===== src/rtl/cpu5_alu_md.sv =====
// ============================================================================
// Module   : cpu5_alu_md
// Brief    : Handshaked ALU with iterative shift-add multiply and restoring
//            unsigned divide/remainder.
// Revision : 1.0
// ============================================================================
`default_nettype none

module cpu5_alu_md #(
  parameter int XLEN   = 32,
  parameter int CTRL_W = 4
) (
  input  logic              clk,
  input  logic              reset,
  input  logic              in_valid,
  output logic              in_ready,
  input  logic [XLEN-1:0]   a,
  input  logic [XLEN-1:0]   b,
  input  logic [CTRL_W-1:0] control,
  output logic              out_valid,
  input  logic              out_ready,
  output logic [XLEN-1:0]   y,
  output logic              zero,
  output logic              illegal
);

  localparam int CW = $clog2(XLEN) + 1;
  localparam logic [CW-1:0] c_cnt_init = CW'(XLEN);
  localparam logic [CW-1:0] c_cnt_last = CW'(1);

  localparam logic [CTRL_W-1:0] c_op_and  = CTRL_W'(4'b0000);
  localparam logic [CTRL_W-1:0] c_op_or   = CTRL_W'(4'b0001);
  localparam logic [CTRL_W-1:0] c_op_add  = CTRL_W'(4'b0010);
  localparam logic [CTRL_W-1:0] c_op_sub  = CTRL_W'(4'b0110);
  localparam logic [CTRL_W-1:0] c_op_slt  = CTRL_W'(4'b0111);
  localparam logic [CTRL_W-1:0] c_op_mul  = CTRL_W'(4'b1000);
  localparam logic [CTRL_W-1:0] c_op_divu = CTRL_W'(4'b1100);
  localparam logic [CTRL_W-1:0] c_op_remu = CTRL_W'(4'b1101);

  typedef enum logic [1:0] {
    S_IDLE = 2'd0,
    S_BUSY = 2'd1,
    S_DONE = 2'd2
  } state_t;

  state_t          r_state;
  logic [CW-1:0]   r_cnt;
  logic [XLEN-1:0] r_acc;   // product (MUL) or partial remainder (DIV)
  logic [XLEN-1:0] r_opa;   // shifting multiplicand (MUL) or dividend/quotient (DIV)
  logic [XLEN-1:0] r_opb;   // shifting multiplier (MUL) or divisor (DIV)
  logic            r_is_mul;
  logic            r_is_divu;

  logic [XLEN-1:0] w_fast_y;
  logic            w_fast_ill;
  logic            w_slow;
  logic [XLEN-1:0] w_acc_nxt;
  logic [XLEN-1:0] w_opa_nxt;
  logic [XLEN-1:0] w_opb_nxt;
  logic [XLEN:0]   w_shift;
  logic [XLEN:0]   w_diff;
  logic [XLEN-1:0] w_busy_y;

  assign in_ready  = (r_state == S_IDLE);
  assign out_valid = (r_state == S_DONE);

  // Single-cycle results, plus the decision whether the request needs the iterative path.
  always_comb begin
    w_fast_y   = '0;
    w_fast_ill = 1'b0;
    w_slow     = 1'b0;
    case (control)
      c_op_and:  w_fast_y = a & b;
      c_op_or:   w_fast_y = a | b;
      c_op_add:  w_fast_y = a + b;
      c_op_sub:  w_fast_y = a - b;
      c_op_slt:  w_fast_y = {{(XLEN-1){1'b0}}, ($signed(a) < $signed(b))};
      c_op_mul:  w_slow   = 1'b1;
      c_op_divu: begin
        w_fast_y = '1;
        w_slow   = (b != '0);
      end
      c_op_remu: begin
        w_fast_y = a;
        w_slow   = (b != '0);
      end
      default:   w_fast_ill = 1'b1;
    endcase
  end

  assign w_shift = {r_acc, r_opa[XLEN-1]};
  assign w_diff  = w_shift - {1'b0, r_opb};

  always_comb begin
    w_acc_nxt = r_acc;
    w_opa_nxt = r_opa;
    w_opb_nxt = r_opb;
    if (r_is_mul) begin
      w_acc_nxt = r_acc + (r_opb[0] ? r_opa : '0);
      w_opa_nxt = r_opa << 1;
      w_opb_nxt = r_opb >> 1;
    end else if (!w_diff[XLEN]) begin
      w_acc_nxt = w_diff[XLEN-1:0];
      w_opa_nxt = {r_opa[XLEN-2:0], 1'b1};
    end else begin
      w_acc_nxt = w_shift[XLEN-1:0];
      w_opa_nxt = {r_opa[XLEN-2:0], 1'b0};
    end
  end

  assign w_busy_y = r_is_divu ? w_opa_nxt : w_acc_nxt;

  always_ff @(posedge clk or posedge reset) begin
    if (reset) begin
      r_state   <= S_IDLE;
      r_cnt     <= '0;
      r_acc     <= '0;
      r_opa     <= '0;
      r_opb     <= '0;
      r_is_mul  <= 1'b0;
      r_is_divu <= 1'b0;
      y         <= '0;
      zero      <= 1'b0;
      illegal   <= 1'b0;
    end else begin
      case (r_state)
        S_IDLE: begin
          if (in_valid) begin
            if (w_slow) begin
              r_state   <= S_BUSY;
              r_cnt     <= c_cnt_init;
              r_acc     <= '0;
              r_opa     <= a;
              r_opb     <= b;
              r_is_mul  <= (control == c_op_mul);
              r_is_divu <= (control == c_op_divu);
            end else begin
              r_state <= S_DONE;
              y       <= w_fast_y;
              zero    <= !w_fast_ill && (w_fast_y == '0);
              illegal <= w_fast_ill;
            end
          end
        end
        S_BUSY: begin
          r_acc <= w_acc_nxt;
          r_opa <= w_opa_nxt;
          r_opb <= w_opb_nxt;
          r_cnt <= r_cnt - 1'b1;
          if (r_cnt == c_cnt_last) begin
            r_state <= S_DONE;
            y       <= w_busy_y;
            zero    <= (w_busy_y == '0);
            illegal <= 1'b0;
          end
        end
        S_DONE: begin
          if (out_ready) r_state <= S_IDLE;
        end
        default: r_state <= S_IDLE;
      endcase
    end
  end

endmodule

`default_nettype wire


===== config.mk =====
export PLATFORM = sky130hd
export DESIGN_NAME = cpu5_alu_md
export DESIGN_NICKNAME = d
export VERILOG_FILES = /design/src/rtl/cpu5_alu_md.sv
export SDC_FILE = /design/constraint.sdc
export NUM_CORES = 1
export LEC_CHECK = 0
export ABC_AREA = 0
export BUFFER_PORTS_ARGS = -buffer_cell sky130_fd_sc_hd__buf_4
export CORE_MARGIN = 3
export CORE_UTILIZATION = 40
export DETAILED_ROUTE_END_ITERATION = 10
export GPL_ROUTABILITY_DRIVEN = 0
export PLACE_DENSITY_LB_ADDON = 0.08
export SETUP_SLACK_MARGIN = 0.5
export SLEW_MARGIN = 15
export SYNTH_ARGS = -nofsm -noshare
export SYNTH_HDL_FRONTEND = slang
export SYNTH_SLANG_ARGS = --single-unit

===== constraint.sdc =====
create_clock -name clk -period 4.05 [get_ports clk]
set_input_delay 0.405 -clock clk [delete_from_list [all_inputs] [get_ports clk]]
set_output_delay 0.405 -clock clk [all_outputs]
set_load 0.005 [all_outputs]

Word-level counts from Yosys, hierarchy flattened
Cells that the tools add are included.

Word-level logic and storage cells: 87. Register bits: 140. Bits of input ports: 72.

$lt $le $gt $ge: 1. Multiplexer cells: 39. Bitwise logic cells: 2. $add $sub $neg: 5. Eq/ne operators: 16. Reduce and logical (&&, ||, !) cells: 14.

Operators with widths (count): 32-bit 2-to-1 mux (14); 32-bit one-hot mux with 2 select lines (4); 32-bit one-hot mux with 7 select lines (1); 32-bit adder (2); 32-bit zero test (2); 33-bit by 32-bit subtractor with 33-bit output (1); 32-bit bitwise AND (1); 32-bit less-than comparator (1); 32-bit bitwise OR (1); 32-bit nonzero test (1); 32-bit subtractor (1); 4-bit == test (second input constant) (3); 6-bit 2-to-1 mux (2); 6-bit one-hot mux with 2 select lines (1); 1-bit 2-to-1 mux (9); 3-bit AND reduction (3); 4-bit by 3-bit == test with 1-bit output (second input constant) (2); 2-bit 2-to-1 mux (4); 2-bit != test (second input constant) (4); 4-bit AND reduction (2); 8-bit OR reduction (1); 6-bit by 1-bit == test with 1-bit output (second input constant) (1); 1-bit one-hot mux with 2 select lines (3); 2-bit one-hot mux with 3 select lines (1); other kinds (11) (12).

Longest topological paths before layout
Gate-level depths: netlist (run 1).

Depth in word-level cells: 7. Depth in mapped cells: 17.

Worst setup path before layout (run 1)
Ideal clock, no wire load.

Kind: in2reg. Start point: input port a[0]. End point: register zero. Arrival time: 3.623 ns. Slack: 0.347 ns. Stages on the path: 15. Library setup time: 0.080 ns. Path through: ha_1 > inv_1 > fa_1 > and2b_1 > o2111ai_2 > a211oi_4 > o311ai_1 > a211o_1 > o22ai_1 > a21boi_2 > or4b_1 > or3b_1 > nor4_1 > nand4_1 > o211ai_2.

Longest elaborated chain between the ends: 7.

RTL lines: start, declared (line 17) `input logic [XLEN-1:0] a,`; 32-bit subtractor, or another cell as far along (line 76) `c_op_sub: w_fast_y = a - b;`; 32-bit one-hot mux with 7 select lines (*) (line 72) `case (control)`; 32-bit zero test (*) (line 140) `zero <= !w_fast_ill && (w_fast_y == '0);`; 1-bit logical AND (*) (line 140); 1-bit 2-to-1 mux (*) (line 129) `if (w_slow) begin`; 1-bit 2-to-1 mux (*) (line 128) `if (in_valid) begin`; 1-bit one-hot mux with 2 select lines (*) (line 126) `case (r_state)`; end signal, assigned (line 140); end signal, assigned (line 153) `zero <= (w_busy_y == '0);`; end, declared (line 23) `output logic zero,`.

Mark *: on every way between the ends. The rest lies on a longest branch, timed or not. The select of a mux whose other input is x is not followed. A chain may end at the register's enable or synchronous reset.

Worst setup path after layout (run 1)
Start point: register r_opb[0]. End point: register zero.

Longest elaborated chain between the ends: 7.

RTL lines: start, declared (line 50) `logic [XLEN-1:0] r_opb;`; start signal, assigned (line 148) `r_opb <= w_opb_nxt;`; 33-bit by 32-bit subtractor with 33-bit output or 32-bit 2-to-1 mux (tied branches) (line 92, 99); 32-bit 2-to-1 mux, or another cell as far along (line 102) `end else if (!w_diff[XLEN]) begin`; 32-bit 2-to-1 mux or 1-bit 2-to-1 mux (tied branches) (line 98) `if (r_is_mul) begin`; 32-bit 2-to-1 mux (*) (line 111) `assign w_busy_y = r_is_divu ? w_opa_nxt : w_acc_nxt;`; 32-bit zero test (*) (line 153); 1-bit 2-to-1 mux (*) (line 150) `if (r_cnt == c_cnt_last) begin`; 1-bit one-hot mux with 2 select lines (*) (line 126).

Marked as above.

==> results of run 1 <==
==> routing by layer <==
metal  vias to the layer above  part of all wire  global-route usage
met5                         -           0.00017                   0
met4                         2             0.032              0.1014
met3                       160             0.085             0.05135
met2                       963              0.44              0.4994
met1                      9592              0.44              0.4667
li1                       9248                 -                   -
==> cell usage after synthesis, types with 19 or more instances <==
cell,instances
sky130_fd_sc_hd__nand2_1,254
sky130_fd_sc_hd__nand4_1,26
sky130_fd_sc_hd__nor2b_1,23
sky130_fd_sc_hd__o211ai_1,38
sky130_fd_sc_hd__nor3_1,43
sky130_fd_sc_hd__a21o_1,49
sky130_fd_sc_hd__inv_1,145
sky130_fd_sc_hd__xnor2_1,35
sky130_fd_sc_hd__a211oi_1,68
sky130_fd_sc_hd__nor4_1,25
sky130_fd_sc_hd__o31ai_1,27
sky130_fd_sc_hd__nand2b_1,25
sky130_fd_sc_hd__clkbuf_1,106
sky130_fd_sc_hd__nor2_1,196
sky130_fd_sc_hd__buf_2,19
sky130_fd_sc_hd__and2_1,46
sky130_fd_sc_hd__nand3_1,41
sky130_fd_sc_hd__dfrtp_1,140
sky130_fd_sc_hd__ha_1,165
sky130_fd_sc_hd__a21oi_1,255
sky130_fd_sc_hd__o21bai_1,21
sky130_fd_sc_hd__a31oi_1,22
sky130_fd_sc_hd__mux2i_1,21
sky130_fd_sc_hd__o21ai_0,188
sky130_fd_sc_hd__xor2_1,26
sky130_fd_sc_hd__o22ai_1,27
==> layout make-up <==
type | count | area [sq um] | area share
clock inverters | 12 | 98.84 | 0.004423
repair buffers | 483 | 3817 | 0.1708
flip-flops and latches | 140 | 3506 | 0.1569
inverters | 149 | 563.0 | 0.02519
well taps | 532 | 665.6 | 0.02979
clock buffers | 20 | 436.7 | 0.01954
multi-input cells | 1901 | 13260 | 0.5934
==> how the worst min path moves through the flow <==
stage | from | end | slack (ns)
2_1_floorplan | y[18] | y[18] | 0.46
3_3_place_gp | y[7] | y[7] | 0.47
3_5_place_dp | y[7] | y[7] | 0.47
4_1_cts | out_ready | r_state[1] | 0.20
5_1_grt | out_ready | r_state[1] | 0.20
6_report | reset | r_acc[8] | 0.1
==> timing repair <==
action,in CTS,in global routing
pin swaps,39,51
setup endpoints to repair,33,35
buffers inserted,24,20
cloned,0,1
resized for setup,92,140
==> power breakdown <==
group	switching, mW	total (mW)	internal, mW
combinational	5.79	10.5	4.74
clock	0.655	1.49	0.838
sequential	0.567	2.56	2.00
total	7.02	14.6	7.58
==> cell families after synthesis <==
kind of cell,count (synthesis),synth area share
AND/OR/NAND/NOR,754,0.2103
AO/OA/AOI/OAI,887,0.3414
buffers and inverters,291,0.06688
adder cells (fa/ha/maj),169,0.1260
multiplexers,30,0.01830
XOR/XNOR,61,0.03138
flip-flops,140,0.2058
==> critical path, cell delays in order (launching register included) <==
cell and delay [ns]:
sky130_fd_sc_hd__dfrtp_2 0.45, sky130_fd_sc_hd__buf_6 0.15, sky130_fd_sc_hd__and2_4 0.14, sky130_fd_sc_hd__ha_4 0.16, sky130_fd_sc_hd__fa_2 0.39, sky130_fd_sc_hd__a211oi_4 0.29, sky130_fd_sc_hd__o21bai_1 0.16, sky130_fd_sc_hd__o211ai_1 0.25
sky130_fd_sc_hd__buf_4 0.18, sky130_fd_sc_hd__buf_6 0.09, sky130_fd_sc_hd__a2bb2oi_2 0.05, sky130_fd_sc_hd__buf_6 0.13, sky130_fd_sc_hd__xnor2_4 0.16, sky130_fd_sc_hd__a222oi_1 0.11, sky130_fd_sc_hd__or4b_1 0.55, sky130_fd_sc_hd__nor4_2 0.32
sky130_fd_sc_hd__buf_4 0.17, sky130_fd_sc_hd__nand4b_1 0.17, sky130_fd_sc_hd__o211ai_2 0.12
==> flip-flops by register name, indices dropped and copies added (netlist names) <==
name / flops
r_cnt: 6
y: 32
r_state: 2
zero: 1
r_opa: 32
r_is_mul: 1
r_is_divu: 1
r_acc: 32
illegal: 1
r_opb: 32
==> per-stage QoR <==
step           cell area (sq um)  std cells
2_1_floorplan              17050       2332
3_3_place_gp               20550       3160
3_5_place_dp               20550       3160
4_1_cts                    21560       3216
5_1_grt                    22350       3237
6_report                   22350       3237
==> results, run 1 <==
- The flow ran to the end, but the final reports show violations.
- The final reports fail on negative setup slack.
- The proportion of synthesized chip area in sequential cells is 0.2058.
- The wire-length estimate of the detail-placed layout is 58450 um.
- The maximum number of pins on one net before global-route repair is ~140.
- The startpoint kind of the worst setup timing path is a flip-flop.
- TritonCTS built the clock tree.
- In the finished design, the share of the clock period the worst path needs comes to 1.019.
- The synthesized area divided by synthesized cell count is approximately 7.3 sq um.
- The number of hold violations in the final report is 0.
- At the end of the flow, the number of nets in the layout was approximately 2900.
- For this configuration, the core starts out at a cell density of 0.4104.
- Max-cap violations in this run came to 0.
- The aggregate routed wire length is 74610 um.
- Across the routed clock network, the largest skew measured is between 0.015 and 0.02 ns.
- Summed over all instances, the cell type with the most area after synthesis is sky130_fd_sc_hd__dfrtp_1.
- The buffer depth of the longest clock path is 2.
- TritonCTS created 17 clock buffers.
- The class of the worst hold path is input port to asynchronous set/reset pin.
- The number of pins exceeding their max-slew limit in the final report is 0.
- Derived from the worst setup path, the maximum achievable clock frequency is roughly 240 MHz.
- The core outline area is slightly above 40000 sq um.
- The routed length per placed instance is approximately 23 um.
- Leaving out fill and tap cells, the most frequent cell in the layout is sky130_fd_sc_hd__buf_4.
- The highest net fanout along the worst path is 8.
- STA puts the critical path data required time at about 4.4 ns.
- The total nets after synthesis is approximately 2600.
- Once layout is complete, the utilization of the core stands at 0.5388.
- The capture point of the worst path is zero.
- Using the TritonRoute via totals, the vias-per-cell ratio works out to slightly above 6.
- The remaining design rule violation count is 0.
- The die outline area is roughly 45000 sq um.
- The area share of the leading cell type in the synthesized netlist is 0.2058.
- For this run, the detailed router's first-pass iteration total came to 6.
- Power comes to 14.60 mW.
- The layout overhead on the synthesized area is 31.26%.
- The endpoint identified for the worst register-to-register timing path is zero.
- In the layout the commonest cells are sky130_fd_sc_hd__buf_4, sky130_fd_sc_hd__nand2_1, sky130_fd_sc_hd__a21oi_1.
- The post-route antenna net violation count is 0.
- The smallest clock period supported by the final layout is computed as a little over 4 ns.
- For this run, the total global-route usage over all layers was measured as 0.3243.
- The floorplan has between 70 and 80 rows.
- The maximum resistive drop on vdd is approximately 0.0004 V.
- The count of filler cells inserted in the layout is 4082.
- For this design, the sink count on the clock tree is 140.
- In this run the horizontal extent of the chip is roughly 210 um.
- The initial detailed-routing violation count is around 2200.
- In this run the critical register-to-register path is launched from r_opb[0].
- Clock-pin slew was measured on the worst setup and hold paths at ~0.07 ns.
- After synthesis, the cell types taking the most area are sky130_fd_sc_hd__dfrtp_1, sky130_fd_sc_hd__ha_1, sky130_fd_sc_hd__a21oi_1.
- After clock tree synthesis, the flow added hold-fix buffers numbering 0.
- The analysis attributes to cell leakage a power of between 10 and 15 nW.
- The worst setup slack for register-to-register paths is -0.08 ns.
- At the pin with the least slew margin, the transition time is approximately 0.9 ns.
- Timing analysis after detailed placement gives a worst setup slack of -0.2843 ns.
- The synthesized design contains 0 enable-type register cells.
- Setup repair after global routing could not meet its margin everywhere.
- The least setup slack across all paths after layout is -0.07825 ns.
- Synthesis instantiated 101 different standard cells from the library.
- The floorplan step set the die height to about 210 um.
- In this run the tool buffered the top-level ports with ~110 buffer cells.
- The number of global-route vias before repair was between 15000 and 20000.
- The first-pass GRT wire length is about 110000 um.
- Of the cells placed in the final design, the portion with a size suffix greater than 1 is 0.2606.
- Hold is met by between 0.09 and 0.1 ns.
- Yosys printed 0 warnings.
- Counting flops and latches in the post-synthesis netlist gives 140.
- The number of top-level pins is ~110.
- The instance count of the mapped netlist is 2332.
- After synthesis the cells add up to ~17000 sq um.
- In this run the worst setup path begins at r_opb[0].
- The normalized max-slew margin is 0.4026.
- Setup violations remaining at the end of the flow were counted as 2.
- The most used flip-flop cell after synthesis is sky130_fd_sc_hd__dfrtp_1.
- Across all layers, the routed design uses around 20000 vias.
- The total grt overflow is 0.
- The type of element capturing the critical path is a flip-flop.
- The initial antenna violation count is 1.
- The clock latency of the later-clocked register in the worst-skew pair is 0.45 ns.
- Counting cells, the worst reg-to-reg path comes to 18.
- The number of diodes added for antenna fixing is 0.
- Counting flops with an async set or reset pin after synthesis yields a share of 1.000.
- The H-tree was split into 4 levels.
- The power density normalized to cell area is between 600 and 700 nW/um^2.
- In the final timing run, aggregate negative setup slack is -0.08789 ns.
- The type of the worst setup path is flip-flop to flip-flop.
- The data arrival time at the worst-slack endpoint is 4.50 ns.
- The root buffer cell is sky130_fd_sc_hd__clkbuf_16.
Note: power is estimated with default switching activity, not from simulation.
==> run 2: changes to the inputs <==
--- a/config.mk
+++ b/config.mk
@@ -12,6 +12,7 @@
 export DETAILED_ROUTE_END_ITERATION = 10
 export GPL_ROUTABILITY_DRIVEN = 0
 export PLACE_DENSITY_LB_ADDON = 0.08
+export RECOVER_POWER = 100
 export SETUP_SLACK_MARGIN = 0.5
 export SLEW_MARGIN = 15
 export SYNTH_ARGS = -nofsm -noshare
==> results, run 2 (same netlist as run 1, synthesis figures left out) <==
- The checks that failed: max-capacitance violations, max-slew violations, negative setup slack.
- The clock tree from TritonCTS is built.
- The number of max-cap violations is 1 (+1).
- The type of the worst setup path is flip-flop to flip-flop.
- The number of hold violations in the final report is 0 (unchanged).
- The library cells used most frequently in the layout, excluding fill and tap cells, are sky130_fd_sc_hd__buf_4, sky130_fd_sc_hd__nand2_1, sky130_fd_sc_hd__a21oi_1.
- The type of element capturing the critical path is a flip-flop.
- The startpoint identified for the worst register-to-register timing path is r_opb[0].
- The required time of the worst setup path is 4.42 ns (about the same).
- The detailed-route vias per instance is 6.146 (-0.35%).
- The hold path startpoint is out_ready.
- The die width is 212.3 um (unchanged).
- The first-pass GRT wire length is 112600 um (unchanged).
- The instance area after placement is 20550 sq um (unchanged).
- The worst hold path passes through 3 cells.
- Setup repair after global routing could not meet its margin everywhere.
- The worst setup slack for register-to-register paths is -0.08 ns (about the same).
- The register clock-pin slew on the reported worst setup and hold paths was 0.06 ns (about the same).
- The run finished, with violations left.
- The normalized max-slew margin was -1.174 (-1.577).
- The total grt overflow is 0 (unchanged).
- The share of the clock period used by the worst path after layout is 1.020 (about the same).
- The actual transition at the worst max-transition pin is 3.261 ns (+2.365 ns).
- The final design instance area without fill is 22230 sq um (-0.53%).
- The most common library cell in the layout ignoring fill and taps is sky130_fd_sc_hd__buf_4.
- The power density normalized to cell area is 652.3 nW/um^2 (-0.13%).
- The clock latency of the later-clocked register in the worst-skew pair was 0.45 ns (about the same).
- In this run the worst hold path is classified as input port to flip-flop.
- The count of buffers from port buffering is 107 (unchanged).
- The maximum resistive drop on vdd is 0.0003971 V (+0.54%).
- The die outline area is 45070 sq um (unchanged).
- The count of TritonRoute iterations in the first routing pass came to 6 (unchanged).
- The post-route antenna net violation count was 0 (unchanged).
- The aggregate routed wire length came to 74550 um (about the same).
- The destination of the worst hold path is r_state[1].
- Among the stages of the critical path, the cell type that occurs most often is sky130_fd_sc_hd__buf_4.
- The number of pins exceeding their max-slew limit in the final report is 141 (+141).
- The peak per-stage delay on the critical path is 0.55 ns (about the same).
- The number of rows created at floorplan is 74 (unchanged).
- The worst setup path is launched from a flip-flop.
- The number of levels in the clock H-tree is 4 (unchanged).
- The remaining design rule violation count is 0 (unchanged).
- The largest individual stage delay along the critical path comes from the cell sky130_fd_sc_hd__or4b_1.
- The die height is 212.3 um (unchanged).
- The routed length per placed instance came to 23.03 um (about the same).
- The fraction of layout cells with a size suffix above 1 is 0.2543 (-0.006285).
- The final setup violation count is 2 (unchanged).
- The starting density of the core is 0.4104 (unchanged).
- The number of diodes added for antenna fixing is 0 (unchanged).
- The count of vias placed by the detailed router came to 19900 (-0.35%).
- The least setup slack across all paths after layout is -0.07998 ns (-0.001729 ns).
- The shortest clock period the worst path allows after layout is 4.130 ns (+0.001729 ns).
- The highest achievable clock rate is 242.1 MHz (about the same).
- The critical path goes through buf_2 > and2_1 > ha_1 > o21ai_0 > buf_4 > o21bai_1 > o211ai_1 > buf_4 > buf_6 > a2bb2oi_2 > buf_6 > xnor2_4 > a222oi_1 > or4b_1 > nor4_2 > buf_4 > nand4b_1 > o211ai_2.
- The data arrival time at the worst-slack endpoint is 4.50 ns (about the same).
- The core outline area is 41480 sq um (unchanged).
- The initial detailed-routing violation count is 2256 (+4.5%).
- The initial antenna violation count is 1 (unchanged).
- The buffer depth of the longest clock path was 2 (unchanged).
- The aggregate negative setup slack is -0.1172 ns (-0.02932 ns).
- The worst reg2reg path depth is 18 (unchanged).
- The number of top-level pins is 108 (unchanged).
- The global-route usage over all layers is 0.3243 (unchanged).
- In this run the critical register-to-register path is captured at zero.
- The maximum number of pins on one net before global-route repair is 141 (unchanged).
- The number of sinks driven by the clock tree is 140 (unchanged).
- The half-perimeter wire length after placement came to 58450 um (unchanged).
- The static leakage is 10.31 nW (-0.81%).
- The worst-case clock skew is 0.01647 ns (+0.0002635 ns).
- The highest net fanout along the worst path was 7 (-1).
- The root buffer cell chosen for the clock tree is sky130_fd_sc_hd__clkbuf_16.
- The pre-CTS worst setup slack was -0.2843 ns (unchanged).
- The number of buffers created by CTS was 17 (unchanged).
- The net count reported at finish is 2933 (unchanged).
- Compared with the post-synthesis result, the final layout area differs by 30.57%.
- The number of global-route vias before repair is 18770 (unchanged).
## run 2: changes by cell type in the layout (fill, tap and decap cells not counted), moves of 3 or more
| cell | before | now |
|---|---|---|
| sky130_fd_sc_hd__clkbuf_1 | 3 | 18 |
| sky130_fd_sc_hd__clkbuf_2 | 0 | 3 |
| sky130_fd_sc_hd__buf_12 | 8 | 5 |
| sky130_fd_sc_hd__clkbuf_4 | 0 | 37 |
| sky130_fd_sc_hd__buf_4 | 450 | 397 |
## run 2: per-layer routing
layer	vias to the layer above	global-route usage	wire [um]	part of all wire
li1	9250	-	-	-
met1	9556	0.4667	33100	0.44
met2	935	0.4994	32690	0.44
met3	152	0.05135	6268	0.084
met4	2	0.1014	2484	0.033
met5	-	0	13	0.00017
## run 2: stage by stage
| stage | utilization | instances | hold WS [ns] | power [mW] |
|---|---|---|---|---|
| 2_1_floorplan | - | 2332 | 0.4628 | 7.332 |
| 3_3_place_gp | 0.4955 | 3160 | 0.4665 | 11.47 |
| 3_5_place_dp | 0.4955 | 3160 | 0.4663 | 11.51 |
| 4_1_cts | 0.5197 | 3216 | 0.1981 | 13.63 |
| 5_1_grt | 0.5359 | 3237 | 0.1980 | 15.41 |
| 6_report | 0.5359 | 3237 | 0.2090 | 14.50 |
## run 2: timing repair
item                                    CTS  global route
gates resized for setup                  92           140
endpoints found under the setup margin   33            35
cloned                                    0             1
hold buffers                              0             0
pin swaps                                39            51
setup buffers                            24            20
## run 2: worst max path at each step
stage / start / end / slack, ns / cells past startpoint
after floorplan: a[0] / zero / 0.48 / 15
after global placement: r_opb[0] / zero / -0.19 / 17
after detailed placement: r_opb[0] / zero / -0.28 / 17
after CTS: r_opa[31] / zero / 0.11 / 18
after global routing: r_opb[0] / zero / -0.16 / 18
final: r_opb[0] / zero / -0.08 / 18
## run 2: area by class of cell
type | instances | area (sq um)
clock buffers | 20 | 436.7
clock inverters | 12 | 98.84
fillers | 4104 | 19250
inverters | 149 | 560.5
multi-input cells | 1901 | 13250
flip-flops and latches | 140 | 3506
well taps | 532 | 665.6
repair buffers | 483 | 3714
## run 2: worst max-delay path, delay by kind of cell (launching register included)
kind	cells	cell delay [ns]
DFF	1	0.45
adders and majority gates	1	0.33
buffers and inverters	6	0.96
AOI/OAI and AO/OA	6	0.97
xor gates and xnor gates	1	0.16
and+or+nand+nor	4	1.18
## run 2: power by group
group / internal [mW] / switching (mW) / leakage (nW) / total [mW]
logic: 4.67 / 5.78 / 8.31 / 10.4
registers: 2.00 / 0.558 / 1.72 / 2.56
clock network: 0.838 / 0.656 / 0.267 / 1.49
